### src/rtl/reset_sequencer.sv
// -----------------------------------------------------------------------------
// reset_sequencer
//
// Generates N_CHANNELS staggered, active-low resets from a single clock once
// the PLL/MMCM lock indication has been synchronised and filtered. After lock
// qualifies, every output is held low for HOLD_CYCLES. The outputs are then
// released in order, bit 0 first, one every STAGGER_CYCLES. Loss of lock or a
// software request aborts the sequence and starts it again from WAIT_LOCK.
// Each abort taken outside WAIT_LOCK is counted in a saturating counter.
//
// Ports
//   sys_clk        sequencer clock
//   sys_reset_n    asynchronous active-low reset (deassertion already synchronous)
//   locked_in      PLL/MMCM lock, asynchronous to sys_clk
//   sw_rst_req     single-cycle software re-sequence request (sys_clk domain)
//   rst_n_out      per-channel active-low resets, bit 0 released first
//   seq_done       high while every channel is released
//   seq_state      registered state: 0 WAIT_LOCK, 1 HOLD, 2 RELEASE, 3 DONE
//   restart_count  aborted/restarted sequences, saturates at 255
//
// Every output comes straight from a flop. No input reaches an output
// through combinational logic.
// -----------------------------------------------------------------------------
module reset_sequencer #(
  parameter int N_CHANNELS     = 4,    // 1..16
  parameter int HOLD_CYCLES    = 200,  // >= 1
  parameter int STAGGER_CYCLES = 16,   // 0 releases all channels together
  parameter int LOCK_FILTER    = 8,    // >= 1
  parameter int CNT_WIDTH      = 16    // must hold the largest of the three counts
) (
  input  logic                  sys_clk,
  input  logic                  sys_reset_n,
  input  logic                  locked_in,
  input  logic                  sw_rst_req,
  output logic [N_CHANNELS-1:0] rst_n_out,
  output logic                  seq_done,
  output logic [1:0]            seq_state,
  output logic [7:0]            restart_count
);

  typedef enum logic [1:0] {
    ST_WAIT_LOCK = 2'd0,
    ST_HOLD      = 2'd1,
    ST_RELEASE   = 2'd2,
    ST_DONE      = 2'd3
  } state_t;

  localparam int IDX_W = (N_CHANNELS > 1) ? $clog2(N_CHANNELS) : 1;

  // A single channel, or zero stagger, releases every output at the end of
  // HOLD and skips RELEASE entirely.
  localparam bit RELEASE_ALL = (N_CHANNELS == 1) || (STAGGER_CYCLES == 0);

  localparam logic [CNT_WIDTH-1:0] LOCK_TGT    = CNT_WIDTH'(LOCK_FILTER);
  localparam logic [CNT_WIDTH-1:0] HOLD_TGT    = CNT_WIDTH'(HOLD_CYCLES);
  localparam logic [CNT_WIDTH-1:0] STAGGER_TGT = CNT_WIDTH'(STAGGER_CYCLES);
  localparam logic [IDX_W-1:0]     LAST_IDX    = IDX_W'(N_CHANNELS - 1);
  localparam logic [7:0]           RC_MAX      = 8'd255;

  // Two-flop synchroniser for the asynchronous lock input.
  logic lock_meta;
  logic locked_s;

  state_t                  state_q, state_d;
  logic [CNT_WIDTH-1:0]    cnt_q, cnt_d;
  logic [CNT_WIDTH-1:0]    cnt_inc;
  logic [IDX_W-1:0]        idx_q, idx_d;
  logic [N_CHANNELS-1:0]   rst_q, rst_d;
  logic                    done_q, done_d;
  logic [7:0]              restart_q, restart_d;
  logic                    abort;

  assign cnt_inc = cnt_q + CNT_WIDTH'(1);

  // Abort applies to any state that has already left WAIT_LOCK. Lock loss and
  // a software request on the same edge are one event and count once.
  assign abort = (state_q != ST_WAIT_LOCK) && (!locked_s || sw_rst_req);

  // NOTE: every flop is reset, the synchroniser included. The reset releases
  // in a known state and a stale lock cannot survive a reset.
  always_ff @(posedge sys_clk or negedge sys_reset_n) begin
    if (!sys_reset_n) begin
      lock_meta <= 1'b0;
      locked_s  <= 1'b0;
      state_q   <= ST_WAIT_LOCK;
      cnt_q     <= '0;
      idx_q     <= '0;
      rst_q     <= '0;
      done_q    <= 1'b0;
      restart_q <= '0;
    end else begin
      // NOTE: state flops use non-blocking assignments. Every flop then
      // samples pre-edge values regardless of statement order.
      lock_meta <= locked_in;
      locked_s  <= lock_meta;
      state_q   <= state_d;
      cnt_q     <= cnt_d;
      idx_q     <= idx_d;
      rst_q     <= rst_d;
      done_q    <= done_d;
      restart_q <= restart_d;
    end
  end

  always_comb begin
    // NOTE: each next-state signal starts out holding its current value. No
    // path through the case can leave a signal unassigned and infer a latch.
    state_d   = state_q;
    cnt_d     = cnt_q;
    idx_d     = idx_q;
    rst_d     = rst_q;
    done_d    = done_q;
    restart_d = restart_q;

    if (abort) begin
      // An abort overrides any release due on the same edge.
      state_d = ST_WAIT_LOCK;
      cnt_d   = '0;
      idx_d   = '0;
      rst_d   = '0;
      done_d  = 1'b0;
      if (restart_q != RC_MAX) begin
        restart_d = restart_q + 8'd1;
      end
    end else begin
      unique case (state_q)
        ST_WAIT_LOCK: begin
          // Lock must be seen high on LOCK_FILTER consecutive edges. Any low
          // sample or software request restarts the qualification.
          if (!locked_s || sw_rst_req) begin
            cnt_d = '0;
          end else if (cnt_inc == LOCK_TGT) begin
            state_d = ST_HOLD;
            cnt_d   = '0;
          end else begin
            cnt_d = cnt_inc;
          end
        end

        ST_HOLD: begin
          if (cnt_inc == HOLD_TGT) begin
            cnt_d = '0;
            if (RELEASE_ALL) begin
              rst_d   = '1;
              done_d  = 1'b1;
              state_d = ST_DONE;
            end else begin
              rst_d[0] = 1'b1;
              idx_d    = IDX_W'(1);
              state_d  = ST_RELEASE;
            end
          end else begin
            cnt_d = cnt_inc;
          end
        end

        ST_RELEASE: begin
          // idx_q is the next channel to release, and is always in range here.
          if (cnt_inc == STAGGER_TGT) begin
            cnt_d        = '0;
            rst_d[idx_q] = 1'b1;
            if (idx_q == LAST_IDX) begin
              done_d  = 1'b1;
              state_d = ST_DONE;
            end else begin
              idx_d = idx_q + IDX_W'(1);
            end
          end else begin
            cnt_d = cnt_inc;
          end
        end

        ST_DONE: begin
          // Hold the released state until an abort.
        end

        default: begin
          state_d = ST_WAIT_LOCK;
        end
      endcase
    end
  end

  assign rst_n_out     = rst_q;
  assign seq_done      = done_q;
  assign seq_state     = state_q;
  assign restart_count = restart_q;

endmodule

### config.mk
export PLATFORM = sky130hd
export DESIGN_NAME = reset_sequencer
export DESIGN_NICKNAME = d
export VERILOG_FILES = /design/src/rtl/reset_sequencer.sv
export SDC_FILE = /design/constraint.sdc
export NUM_CORES = 1
export LEC_CHECK = 0
export ABC_AREA = 1
export ABC_CLOCK_PERIOD_IN_PS = 2600
export BUFFER_PORTS_ARGS = -buffer_cell sky130_fd_sc_hd__buf_2
export CAP_MARGIN = 20
export CELL_PAD_IN_SITES_DETAIL_PLACEMENT = 1
export CELL_PAD_IN_SITES_GLOBAL_PLACEMENT = 1
export CORE_MARGIN = 4
export CORE_UTILIZATION = 43
export DETAILED_ROUTE_END_ITERATION = 6
export PLACE_DENSITY = 0.87
export SLEW_MARGIN = 5
export SYNTH_ARGS = -nofsm -noshare
export SYNTH_HDL_FRONTEND = slang
export SYNTH_SLANG_ARGS = --single-unit
### constraint.sdc
create_clock -name sys_clk -period 2.6 [get_ports sys_clk]
set_input_delay 0.65 -clock sys_clk [delete_from_list [all_inputs] [get_ports sys_clk]]
set_output_delay 0.65 -clock sys_clk [all_outputs]
set_load 0.01 [all_outputs]
==> results_dict.tcl <==
set metrics [dict create \
    run_status "finished clean" \
    netlist_top_cells_area "dfrtp_1 38%, nand2_1 19%, nand3_1 7.0%, nor2_1 6.6%, inv_1 5.7%" \
    gpl.final_weighted_congestion 0.773 \
    drt-pass1-iter-count 4 \
    global_route_wire_length_before_repair_mm 10.5 \
    die-area_um2 6560 \
    finalWirelength_mm 6.00 \
    antennaDiodeCount 0 \
    post-dp-hpwl_mm 4.48 \
    placedInstanceArea_um2 2460 \
    rsz0062_at_grt "no" \
    core_area_um2 5140 \
    setup_violations 0 \
    worst-endpoint-arrival_ns 2.44 \
    die_y_um 81.0 \
    cts_num_sinks 35 \
    drc 0 \
    max_fo_critical_path 6 \
    worst_vdd_ir_mv 0.531 \
    max_slew_margin_pct 43.6 \
    worst-setup-path-type "reg2reg" \
    grt_start_max_net_pins 36 \
    cts.reportedPaths.clkPinSlew_ns 0.08 \
    syn_inst 327 \
    synth_fp_nets 341 \
    groute.usage.overall_pct 20.8 \
    synth_enable_flop_cells 0 \
    timing.setup.tns_ns 0 \
    dr_total_vias 2171 \
    area_growth_syn_to_layout_pct 12.6 \
    row_count 26 \
    yosysTopAreaCell "dfrtp_1" \
    nFillCells 690 \
    final_nets 365 \
    synth.most_common_cell "nand2_1" \
    timing.fmax_mhz 443 \
    numCtsBuffers 5 \
    synth_top_area_share_pct 38.2 \
    start_util_pct 44.6 \
    post_synth_num_cell_types 25 \
    skew_ns 0.0135 \
    dr.first_iter.drc_count 65 \
    synth_common_cells "116 x nand2_1, 40 x nor2_1, 35 x dfrtp_1, 35 x inv_1, 32 x nand3_1" \
    final_cell_area_um2 2580 \
    holdWs_ns 0.366 \
    startpoint_type "register" \
    multi_input_area_um2 1260 \
    buffer_ports.inserted 18 \
    first_global_vias 2313 \
    finalHoldViolations 0 \
    final.period_utilization_pct 86.9 \
    cts_tree "yes" \
    grt-ovfl-total 0 \
    pwr_density_cell_nw_per_um2 908 \
    synth.avg_cell_area_um2 7.01 \
    cts.root.buffer_cell "clkbuf_8" \
    timing.hold.worst.class "reg2reg" \
    required_ns 2.78 \
    routed_wire_length_per_instance_um 14.2 \
    postSynth.asyncResetShare_pct 100 \
    htree_num_levels 2 \
    drtAntennaViolNets 0 \
    shortest_period_the_worst_path_allows_ns 2.26 \
    die_width_um 81.0 \
    netlist_area_um2 2290 \
    drv_cap 0 \
    cts_hold_buf 0 \
    p_leak_nw 1.37 \
    ys_warn_count 0 \
    synth-seq-cells 35 \
    tightestPinTransition_ns 0.846 \
    route.detailed.vias_per_inst 5.14 \
    clock_latency_ns 0.29 \
    critical_path.endpoint_type "register" \
    synth_seq_area_share_pct 38.2 \
    layout-drive-gt1-share_pct 14.2 \
    antenna_found_initial 0 \
    synth_ff_type "dfrtp_1" \
    cts.path.max_buffers 2 \
    io_pins 19 \
    final-max-slew-violation-count 0 \
    seq_area_um2 876 \
]
[what timing repair did]
item,CTS,global route
endpoints found under the setup margin,0,5
gates resized for setup,0,1
buffers inserted,0,0
hold endpoints to repair,0,0
[cell families after synthesis]
kind of cell,after synthesis,synth area share [%]
AOI/OAI and AO/OA,16,4.04
xor gates and xnor gates,10,3.82
adders and majority gates,10,5.46
buffers and inverters,41,7.21
DFF,35,38.2
and+or+nand+nor,215,41.3
[area by class of cell]
cell class	instances	area share [%]
Clock buffer	5	2.67
Timing Repair Buffer	20	4.07
Tap cell	70	3.39
Inverter	38	5.57
Multi-Input combinational cell	251	48.7
Clock inverter	3	1.70
Sequential cell	35	33.9
[path summary, 6_finish.rpt]
kind                            slack (ns)        start  cells after the start           end
worst min register to register        0.37    lock_meta                      0      locked_s
min in group asynchronous             0.45  sys_reset_n                      1     cnt_q[12]
worst min-delay path                  0.37    lock_meta                      0      locked_s
worst max register to register        0.34     cnt_q[0]                     11  seq_state[0]
worst max-delay path                  0.34     cnt_q[0]                     11  seq_state[0]
max in group asynchronous             1.61  sys_reset_n                      1  seq_state[0]
[report_power, final]
group,switching [mW],internal [mW],total [mW]
clock,0.215,0.286,0.500
sequential,0.129,0.664,0.793
combinational,0.705,0.345,1.05
total,1.05,1.29,2.34
[cells in the final DEF (no fill, tap or decap), drive strengths merged, types with 5 or more instances in the layout]
master	n
nor2	49
a21oi	7
clkbuf	5
ha	10
o21ai	5
xor2	6
dfrtp	35
nand3	32
inv	37
nand2	124
nand4	8
buf	20
[metrics by stage]
step | total power [mW] | cells | setup slack, ns | utilization (%)
floorplan | 1.51 | 327 | 0.526 | -
global placement | 1.79 | 414 | 0.177 | 47.9
detailed placement | 1.84 | 414 | 0.139 | 47.9
CTS | 2.36 | 422 | 0.243 | 50.1
global route | 2.56 | 422 | 0.0807 | 50.2
finish | 2.34 | 422 | 0.340 | 50.2
[per-layer routing]
layer | vias to the layer above | GRT usage (%) | part of all wire, %
met5 | - | 0 | 0
met4 | 0 | 7.26 | 1.9
met3 | 11 | 4.55 | 2.8
met2 | 33 | 36.8 | 48
met1 | 1058 | 24.8 | 47
li1 | 1069 | - | -
[sequential cells by signal, indices dropped and copies added (netlist names)]
| register | cells |
|---|---|
| cnt_q | 16 |
| idx_q | 2 |
| lock_meta | 1 |
| locked_s | 1 |
| restart_count | 8 |
| rst_n_out | 4 |
| seq_done | 1 |
| seq_state | 2 |
[worst max-delay path, cell delays in order (launching register included)]
cell     delay, ns
dfrtp_1       0.43
ha_1          0.23
nand3_1       0.16
nor2_2        0.20
xnor2_1       0.18
nand2_1       0.12
nor2_1        0.16
nand4_1       0.13
a21oi_1       0.28
nand2_1       0.12
nand2_1       0.08
nand2_1       0.04
Power figures use the tool's default switching activity.
